### src/rtl/seq_det_pkg.sv
// Shared types and constants for the serial sequence detector.
package seq_det_pkg;

  typedef enum logic [1:0] {
    IDLE = 2'd0,
    RUN  = 2'd1,
    DONE = 2'd2
  } state_t;

  localparam int MAX_LEN_DEF = 8;

  // Length field must hold MAX_LEN itself, hence the extra bit.
  function automatic int len_width(input int max_len);
    return $clog2(max_len) + 1;
  endfunction

  localparam int LEN_W_DEF = len_width(MAX_LEN_DEF);

  localparam logic [4:0] PAT_10010 = 5'b10010;

endpackage

### src/rtl/seq_det_core.sv
// Shift register, saturating bit count and masked pattern compare.
module seq_det_core
  import seq_det_pkg::*;
#(
  parameter int MAX_LEN = 8,
  parameter int LEN_W   = len_width(MAX_LEN)
) (
  input  logic               clk,
  input  logic               rst,
  input  logic               shift_en,
  input  logic               sbit,
  input  logic               clr,
  input  logic               overlap,
  input  logic [LEN_W-1:0]   len,
  input  logic [MAX_LEN-1:0] pattern,
  output logic               hit
);

  logic [MAX_LEN-1:0] shift_q;
  logic [MAX_LEN-1:0] shift_d;
  logic [MAX_LEN-1:0] mask;
  logic [MAX_LEN:0]   mask_ext;
  logic [LEN_W-1:0]   cnt_q;
  logic [LEN_W-1:0]   cnt_inc;

  // hit is evaluated on the post-shift value so the match can be registered
  // on the same edge that shifts in the completing bit.
  always_comb begin
    shift_d  = {shift_q[MAX_LEN-2:0], sbit};
    cnt_inc  = (cnt_q == LEN_W'(MAX_LEN)) ? cnt_q : cnt_q + LEN_W'(1);
    mask_ext = ((MAX_LEN+1)'(1) << len) - (MAX_LEN+1)'(1);
    mask     = mask_ext[MAX_LEN-1:0];
    hit      = shift_en && (cnt_inc >= len) && (((shift_d ^ pattern) & mask) == '0);
  end

  always_ff @(posedge clk or negedge rst) begin
    if (!rst) begin
      shift_q <= '0;
      cnt_q   <= '0;
    end else if (clr) begin
      shift_q <= '0;
      cnt_q   <= '0;
    end else if (shift_en) begin
      shift_q <= shift_d;
      cnt_q   <= (hit && !overlap) ? '0 : cnt_inc;
    end
  end

endmodule

### src/rtl/seq_det_ctrl.sv
// Sequence detector controller: config handshake, run FSM and match counter.
module seq_det_ctrl
  import seq_det_pkg::*;
#(
  parameter int MAX_LEN   = 8,
  parameter int CNT_W     = 8,
  parameter int HIT_LIMIT = 0
) (
  input  logic                   clk,
  input  logic                   rst,
  input  logic                   cfg_valid,
  output logic                   cfg_ready,
  input  logic [MAX_LEN-1:0]     cfg_pattern,
  input  logic [$clog2(MAX_LEN):0] cfg_len,
  input  logic                   cfg_overlap,
  output logic                   cfg_err,
  input  logic                   start,
  input  logic                   stop,
  input  logic                   data_valid,
  input  logic                   data,
  output logic                   match,
  output logic [CNT_W-1:0]       match_cnt,
  output logic                   busy,
  output logic                   done
);

  localparam int LEN_W = len_width(MAX_LEN);

  state_t             state, next;
  logic               loaded;
  logic [MAX_LEN-1:0] pat_q;
  logic [LEN_W-1:0]   len_q;
  logic               ovl_q;
  logic               hit;
  logic               load, err_d, go, limit_hit, len_ok;
  logic [CNT_W-1:0]   cnt_inc;

  seq_det_core #(.MAX_LEN(MAX_LEN), .LEN_W(LEN_W)) u_core (
    .clk      (clk),
    .rst      (rst),
    .shift_en (state == RUN && data_valid),
    .sbit     (data),
    .clr      (go),
    .overlap  (ovl_q),
    .len      (len_q),
    .pattern  (pat_q),
    .hit      (hit)
  );

  assign len_ok    = (cfg_len != '0) && (cfg_len <= LEN_W'(MAX_LEN));
  assign cnt_inc   = (match_cnt == '1) ? match_cnt : match_cnt + CNT_W'(1);
  assign limit_hit = (HIT_LIMIT != 0) && hit && (cnt_inc == CNT_W'(HIT_LIMIT));

  // cfg_valid always wins over start in IDLE, legal or not.
  always_comb begin
    next  = state;
    load  = 1'b0;
    err_d = 1'b0;
    go    = 1'b0;
    case (state)
      IDLE: begin
        if (cfg_valid) begin
          load  = len_ok;
          err_d = !len_ok;
        end else if (start && loaded) begin
          go   = 1'b1;
          next = RUN;
        end
      end
      RUN:     if (stop || limit_hit) next = DONE;
      DONE:    next = IDLE;
      default: next = IDLE;
    endcase
  end

  always_ff @(posedge clk or negedge rst) begin
    if (!rst) begin
      state     <= IDLE;
      loaded    <= 1'b0;
      pat_q     <= '0;
      len_q     <= '0;
      ovl_q     <= 1'b0;
      match     <= 1'b0;
      match_cnt <= '0;
      cfg_err   <= 1'b0;
    end else begin
      state   <= next;
      match   <= hit;
      cfg_err <= err_d;
      if (load) begin
        loaded <= 1'b1;
        pat_q  <= cfg_pattern;
        len_q  <= cfg_len;
        ovl_q  <= cfg_overlap;
      end
      if (go)       match_cnt <= '0;
      else if (hit) match_cnt <= cnt_inc;
    end
  end

  assign cfg_ready = (state == IDLE);
  assign busy      = (state == RUN);
  assign done      = (state == DONE);

endmodule

### config.mk
export PLATFORM = sky130hd
export DESIGN_NAME = seq_det_ctrl
export DESIGN_NICKNAME = d
export VERILOG_FILES = /design/src/rtl/seq_det_pkg.sv /design/src/rtl/seq_det_core.sv /design/src/rtl/seq_det_ctrl.sv
export SDC_FILE = /design/constraint.sdc
export NUM_CORES = 1
export LEC_CHECK = 0
export BUFFER_PORTS_ARGS = -buffer_cell sky130_fd_sc_hd__clkbuf_2
export CAP_MARGIN = 10
export CORE_ASPECT_RATIO = 0.8
export CORE_UTILIZATION = 55
export DETAILED_ROUTE_END_ITERATION = 12
export PLACE_DENSITY_LB_ADDON = 0.25
export SYNTH_ARGS = -nofsm -noshare
export SYNTH_HDL_FRONTEND = slang
export SYNTH_SLANG_ARGS = --single-unit
### constraint.sdc
create_clock -name clk -period 3.3 [get_ports clk]
set_input_delay 0.165 -clock clk [delete_from_list [all_inputs] [get_ports clk]]
set_output_delay 0.165 -clock clk [all_outputs]
set_load 0.1 [all_outputs]
Word-level counts from Yosys, hierarchy flattened
Index checks and enable logic that the tools add are counted.

Register bits: 37.

Reduce and logical (&&, ||, !) cells: 15. $lt $le $gt $ge: 2. Shift operators: 1. Add/sub/neg operators: 3. Bitwise logic cells: 2. Muxes and demuxes: 20. Equal/unequal tests: 8.

Operators by type and width (number): two-way mux 8 bit (3); two-way mux 4 bit (4); two-way mux 7 bit (2); adder 8 x 1 -> 8 bit, second input constant (1); AND 8 bit (1); equality test 8 bit, second input constant (1); logical NOT 8 bit (1); left shift 1 x 4 -> 8 bit, first input constant (1); subtractor 8 x 2 -> 8 bit, second input constant (1); bitwise XOR 8 bit (1); two-way mux 1 bit (7); logical AND 1 bit (6); two-way mux 2 bit (3); != test 2 bit, second input constant (3); adder 4 x 1 -> 4 bit, second input constant (1); equality test 4 bit, second input constant (1); >= comparator 4 bit (1); less-or-equal comparator 4 bit, second input constant (1); one-hot mux 2 bit (2 select lines) (1); nonzero test 2 bit (2); nonzero test 4 bit (1); AND reduction 3 bit (1); equality test 2 x 1 -> 1 bit, second input constant (1); equality test 2 bit, second input constant (1); 4 further kinds (5).

Depth between registers and ports, before layout
Gate-level depths: netlist (run 1).

Depth after elaboration: 9. Gate-level depth with buffers: 14.

Cells and area by module
Synthesis (run 1) repeated with hierarchy kept, for this count alone.

Cells, all modules: 183. Area total of the unflattened synthesis: 2030.7 um^2.

By module, submodules not included: seq_det_ctrl (area an instance 1154.9 um^2, instances 1, cells each 88); seq_det_core (area an instance 875.8 um^2, instances 1, cells each 95).

Least setup slack after synthesis (run 1)
No wires, ideal clock.

Path kind: register to register. From: reg state[1]. To: reg match_cnt[2]. Arrival: 3.146 ns. Data required time: 3.178 ns. Slack: 0.032 ns. Cell stages (with the launch flop): 7. Library setup time: 0.122 ns. Path through: dfrtp_1 > nor2b_1 > and2_1 > o211ai_1 > a211o_1 > or4_1 > o211a_1.

Cells in the longest elaborated chain, start to end: 6. Elaborated cells on any way between the ends: 10. Classes of those cells: eq/ne (2); mux (2); reduce/logical (6).

Ends and longest elaborated chain: from (decl) (RTL line seq_det_ctrl.sv:29) `state_t state, next;`; from (signal assigned) (RTL line seq_det_ctrl.sv:87) `state <= next;`; equality test 2 x 1 -> 1 bit; named net busy (RTL line seq_det_ctrl.sv:23) `output logic busy,`; logical AND 1 bit (RTL line seq_det_ctrl.sv:41) `.shift_en (state == RUN && data_valid),`; logical AND 1 bit (2 in series) (RTL line seq_det_core.sv:33) `hit = shift_en && (cnt_inc >= len) && (((shift_d ^ pattern) & mask) == '0);`; nonzero test 2 bit (no source line); AND reduction 2 bit (no source line); to (signal assigned) (RTL line seq_det_ctrl.sv:97) `else if (hit) match_cnt <= cnt_inc;`; to (decl) (RTL line seq_det_ctrl.sv:22) `output logic [CNT_W-1:0] match_cnt,`.

The timed path passes the listed nets, and every way through them passes these cells. A chain may end at the register's enable or synchronous reset.

Worst setup path after layout (run 1)
From: reg len_q[2]. To: reg match_cnt[3].

Cells in the longest elaborated chain, start to end: 7. Elaborated cells on any way between the ends: 9. Classes of those cells: add/sub (1); order compare (1); shift (1); bitwise (1); reduce/logical (5).

Ends and longest elaborated chain: from (decl) (RTL line seq_det_ctrl.sv:32) `logic [LEN_W-1:0] len_q;`; from (signal assigned) (RTL line seq_det_ctrl.sv:93) `len_q <= cfg_len;`; left shift 1 x 4 -> 8 bit (RTL line seq_det_core.sv:31) `mask_ext = ((MAX_LEN+1)'(1) << len) - (MAX_LEN+1)'(1);`; subtractor 8 x 2 -> 8 bit (RTL line seq_det_core.sv:31); AND 8 bit (RTL line seq_det_core.sv:33); logical NOT 8 bit (RTL line seq_det_core.sv:33); logical AND 1 bit * (RTL line seq_det_core.sv:33); nonzero test 2 bit (no source line) *; AND reduction 2 bit (no source line) *.

Mark *: on every way between the ends. The rest lies on a longest branch, timed or not.

==> results of run 1 <==
## metrics by stage
step | worst slack (ps) | total power [mW]
after floorplan | 31.9 | 1.06
after global placement | 528 | 1.15
after detailed placement | 454 | 1.17
after CTS | 432 | 1.47
after global routing | 242 | 1.56
final | 440 | 1.46
## layer usage
| metal | up-vias | track usage, % | wire length [um] |
|---|---|---|---|
| met1 | 764 | 33.7 | 1930 |
| met3 | 6 | 5.80 | 227 |
| met5 | - | 0 | 0 |
| met4 | 0 | 4.96 | 33 |
| met2 | 45 | 31.1 | 1700 |
| li1 | 794 | - | - |
## synthesized netlist by cell type, drive strengths merged (2+ instances only)
| master | n |
|---|---|
| dfrtp | 37 |
| nand2 | 27 |
| o21ai | 18 |
| mux2 | 13 |
| a21oi | 10 |
| inv | 10 |
| nand3 | 10 |
| nor2 | 10 |
| ha | 8 |
| o31ai | 8 |
| or4 | 7 |
| xnor2 | 7 |
| clkbuf | 6 |
| nor3 | 5 |
| xor2 | 5 |
| buf | 4 |
| a31oi | 2 |
| and2 | 2 |
| mux2i | 2 |
| nand4 | 2 |
| nor2b | 2 |
| o211ai | 2 |
## where the power goes
part           total, mW  internal, mW  switching, mW
combinational      0.528         0.206          0.321
clock              0.299         0.150          0.149
sequential         0.630         0.538         0.0926
total               1.46         0.894          0.563
## flip-flops by register name, indices dropped and copies added (netlist names)
register	cells
u_core.shift_q	7
ovl_q	1
match_cnt	8
loaded	1
len_q	4
pat_q	8
cfg_err	1
match	1
state	2
u_core.cnt_q	4
## worst min path at each step
stage	start	slack (ps)	endpoint	depth (start not counted)
2_1_floorplan	rst	-130	cfg_err$_DFF_PN0_	0
3_3_place_gp	rst	340	u_core.cnt_q[1]$_DFFE_PN0P_	1
3_5_place_dp	rst	340	u_core.cnt_q[2]$_DFFE_PN0P_	1
4_1_cts	rst	40	u_core.cnt_q[2]$_DFFE_PN0P_	1
5_1_grt	rst	90	u_core.cnt_q[1]$_DFFE_PN0P_	1
6_report	rst	7	u_core.cnt_q[2]$_DFFE_PN0P_	1
## worst max-delay path, stage by stage, from the launching register on
cell     delay (ps)
dfrtp_1         470
or4_4           570
ha_1            290
a21oi_1         150
o31ai_1          80
a211o_1         490
or4_1           580
a21oi_1         150
## area by class of cell
type | instances | area (sq um) | area share [%]
Multi-Input combinational cell | 150 | 992 | 44.0
Timing Repair Buffer | 33 | 168 | 7.43
Inverter | 10 | 37.5 | 1.66
Tap cell | 42 | 52.6 | 2.33
Clock buffer | 8 | 80.1 | 3.55
Sequential cell | 37 | 926 | 41.0
## kinds of logic after synthesis
| logic type | Yosys count | share of synthesized area, % |
|---|---|---|
| AO/OA/AOI/OAI | 46 | 14.1 |
| XOR/XNOR | 12 | 5.25 |
| adder cells (fa/ha/maj) | 8 | 5.00 |
| buffers and inverters | 20 | 4.25 |
| flip-flops | 37 | 46.2 |
| multiplexers | 15 | 8.31 |
| AND/OR/NAND/NOR | 69 | 16.9 |
==> reports/results.ini, run 1 <==
[clocking]
cts-root-buf=clkbuf_8
clk_pin_slew_ps=70
cts_max_level=2
clockBufferDepth=2
insertion_delay_ps=280
numCtsBuffers=5
cts_setup_buffers=0
numClockSinks=37
cts_hold_buf=0
tritoncts=built
cts_resized=0

[critical_path]
startpoint=len_q[2]$_DFFE_PN0P_
critPathKind=flip-flop to flip-flop
worstPathArrival_ps=3070
startpoint_type=flip-flop
r2r_slack_ps=440
reg2regPathDepth=7
reg2reg_to=match_cnt[3]$_DFFE_PN0P_
required_ps=3510
r2r_start=len_q[2]$_DFFE_PN0P_
critPathCaptureType=flip-flop
cp_max_fo=17
crit_end=match_cnt[3]$_DFFE_PN0P_

[place]
finalWeightedCongestion=0.856
placed_cells=272
placed_area_sq_mm=0.00218
io_buffers=32
hpwlAfterDp_mm=2.77

[run]
maxCapViolations=0

[logic_synthesis]
ys_warn_count=0
syn-cell-area_sq_mm=0.00200
yosys-top-cells-area=dfrtp_1 (46%), mux2_2 (7.3%), nand2_1 (5.1%)
syn-num-nets=235
synth_largest_area_cell=dfrtp_1
synthCells=207
syn_avg_cell_area_sq_um=9.68
synth-async-reset-ratio_pct=100
ys_seq_area_share_pct=46.2
synth-main-ff-cell=dfrtp_1
synth_top_area_share_pct=46.2
ys_seq_elements=37
synth_cell_type_count=35
synth_edf_count=0

[routing]
dr_total_vias=1609
drtIter0Drc=60
wl_mm=3.89
viasPerCell=5.75
wl_per_cell_um=13.9
first_pass_iters=4
route.detailed.drc=0
postRouteAntennaNets=0

[floorplanning]
row_count=19
die_w_um=69.5
initial_utilization_pct=58.1
pin_count=33
die_area_sq_mm=0.00389
die_h_um=56.0
core_sq_mm=0.00345

[sta]
fin_setup_tns_ps=0
worst_pin_slew_ps=912
setup_viol=0
drv_slew=0
hold_viol=0
rsz0062_at_grt=no
period_share_pct=86.7
final.min_clock_period_ps=2860
fmax_mhz=350
slew_headroom_pct=39.2
skew_ps=5.62
worst_hold_slack_ps=6.85

[pwr]
power_density_mw_per_mm2=646
ir_worst_vdd_mv=0.530
p_leak_nw=0.999

[global_routing]
grt_util_all_layers_pct=22.0
grt_first_pass_wirelength_mm=6.69
antenna_found_initial=0
grt_pass1_vias=1414
grt_max_degree=38
grt_overflow=0

[finish]
nNetsFinal=265
area_growth_pct=12.6
final_cell_count_no_fill=280
final_util_pct=65.4
diodes=0
drive_above_1_share_pct=22.3
final_common_cell=dfrtp_1
fill_cells=299
most-common-layout-cells=dfrtp_1 (37), clkbuf_2 (32), nand2_1 (27)
fin_area_sq_mm=0.00226

[status]
outcome=finished, final reports clean

[min_path]
worstHoldPathType=input pin to async pin

No activity file was read; power rests on OpenSTA's default activity.
==> inputs of run 2 (changes only) <==
--- a/config.mk
+++ b/config.mk
@@ -8,7 +8,7 @@
 export BUFFER_PORTS_ARGS = -buffer_cell sky130_fd_sc_hd__clkbuf_2
 export CAP_MARGIN = 10
 export CORE_ASPECT_RATIO = 0.8
-export CORE_UTILIZATION = 55
+export CORE_UTILIZATION = 50
 export DETAILED_ROUTE_END_ITERATION = 12
 export PLACE_DENSITY_LB_ADDON = 0.25
 export SYNTH_ARGS = -nofsm -noshare
==> constraint.sdc (replaced) <==
create_clock -name clk -period 2.5 [get_ports clk]
set_input_delay 0.125 -clock clk [delete_from_list [all_inputs] [get_ports clk]]
set_output_delay 0.125 -clock clk [all_outputs]
set_load 0.1 [all_outputs]
==> reports/results.ini, run 2 (synthesized netlist as in run 1, its figures left out) <==
[status]
outcome=complete, but fails checks
violations=negative setup slack

[routing]
postRouteAntennaNets=0
drtIter0Drc=112
wl_mm=4.78
wl_per_cell_um=15.1
dr_total_vias=1742
viasPerCell=5.51
route.detailed.drc=0
first_pass_iters=4

[pwr]
ir_worst_vdd_mv=0.522
p_leak_nw=1.16
power_density_mw_per_mm2=935
total_power_mw=2.48

[sta]
hold_viol=0
period_share_pct=101
fin_setup_tns_ps=-41.8
drv_slew=0
setup_viol=2
worst_hold_slack_ps=41.0
fin_ws_ps=-30.8
worst_pin_slew_ps=922
slew_headroom_pct=38.6
rsz0062_at_grt=yes
skew_ps=3.30
fmax_mhz=395
final.min_clock_period_ps=2530

[critical_path]
required_ps=2680
cp_common_cell=nor3_2
startpoint_type=flip-flop
r2r_slack_ps=-30
path_cells=or4_4 > ha_4 > nor3_2 > a21oi_4 > o31ai_4 > a211o_2 > buf_4 > nor3_2 > o31ai_1
reg2regPathDepth=9
worstPathArrival_ps=2710
critPathCaptureType=flip-flop
r2r_start=len_q[1]$_DFFE_PN0P_
cp_max_fo=7
cp_slowest_stage_delay_ps=570
critPathKind=flip-flop to flip-flop
cp_slowest_cell=or4_4
reg2reg_to=u_core.cnt_q[0]$_DFFE_PN0P_

[global_routing]
grt_first_pass_wirelength_mm=7.46
antenna_found_initial=0
grt_max_degree=38
grt_overflow=0
grt_pass1_vias=1601
grt_util_all_layers_pct=23.5

[finish]
fin_area_sq_mm=0.00266
drive_above_1_share_pct=40.6
final_util_pct=69.4
diodes=0
final_common_cell=dfrtp_1
fill_cells=326
final_cell_count_no_fill=316
most-common-layout-cells=dfrtp_1 (37), clkbuf_2 (32), nand2_1 (26)
area_growth_pct=32.7
nNetsFinal=290
reg_top3=match_cnt (8), pat_q (8), u_core.shift_q (7)

[clocking]
numClockSinks=37
clockBufferDepth=2
insertion_delay_ps=290
cts_max_level=2
clk_pin_slew_ps=70
cts-root-buf=clkbuf_8
numCtsBuffers=5
tritoncts=built

[floorplanning]
die_h_um=58.6
row_count=20
die_w_um=72.8
core_sq_mm=0.00383
initial_utilization_pct=52.3
die_area_sq_mm=0.00427
pin_count=33

[place]
placed_area_sq_mm=0.00232
finalWeightedCongestion=0.834
post-place-ws_ps=-216
placed_cells=300
io_buffers=32
hpwlAfterDp_mm=3.05

[min_path]
whs_path_depth=2
hold_start=stop
worstHoldPathType=input pin to flip-flop
hold_end=state[0]$_DFFE_PN0P_

[run]
maxCapViolations=0

run 2: cell count changes in the layout (fill, tap and decap cells not counted), sizes merged:
cell	delta
a2bb2o	+1
a211o	+1
dlygate4sd3	+1
clkbuf	-3
buf	+22
clkinv	+1
run 2: where the power goes:
group	internal [mW]	switching, mW	leakage [nW]	total, mW
clock	0.183	0.204	0.0399	0.388
sequential	0.711	0.0921	0.478	0.803
combinational	0.596	0.699	0.637	1.29
total	1.49	0.995	1.16	2.48
run 2: final cells by class:
class | count | area [sq um] | share of cell area, %
well taps | 55 | 68.8 | 2.59
inverters | 10 | 37.5 | 1.41
clock inverters | 1 | 5.00 | 0.188
flip-flops and latches | 37 | 926 | 34.8
clock buffers | 5 | 68.8 | 2.59
repair buffers | 56 | 347 | 13.0
multi-input cells | 152 | 1200 | 45.3
run 2: layer usage:
metal	GRT usage, %	part of all wire, %
met2	33.6	47
met1	34.1	47
met5	0	0
met3	5.14	4.1
met4	10.6	2.3
run 2: worst max-delay path, delay by kind of cell, from the launching register on:
| family | cells | cell delay (ps) |
|---|---|---|
| AOI/OAI and AO/OA | 4 | 810 |
| adders and majority gates | 1 | 220 |
| buffers and inverters | 1 | 130 |
| DFF | 1 | 380 |
| and+or+nand+nor | 3 | 870 |
run 2: timing repair:
| item | in CTS | in global routing |
|---|---|---|
| gates resized for setup | 8 | 32 |
| buffers inserted | 1 | 6 |
| setup endpoints to repair | 13 | 12 |
| cloned | 1 | 1 |
| hold buffers | 1 | 0 |
| pin swaps | 9 | 21 |
| endpoints found under the hold margin | 28 | 0 |
run 2: worst max-delay path by stage:
stage / start / slack, ps / endpoint / depth (start not counted)
after floorplan: len_q[2]$_DFFE_PN0P_ / -10 / match_cnt[2]$_DFFE_PN0P_ / 8
after global placement: len_q[2]$_DFFE_PN0P_ / -130 / u_core.cnt_q[0]$_DFFE_PN0P_ / 9
after detailed placement: u_core.cnt_q[0]$_DFFE_PN0P_ / -220 / match_cnt[2]$_DFFE_PN0P_ / 10
after CTS: len_q[2]$_DFFE_PN0P_ / -40 / u_core.cnt_q[0]$_DFFE_PN0P_ / 9
after global routing: len_q[1]$_DFFE_PN0P_ / -120 / u_core.cnt_q[0]$_DFFE_PN0P_ / 9
final: len_q[1]$_DFFE_PN0P_ / -30 / u_core.cnt_q[0]$_DFFE_PN0P_ / 9
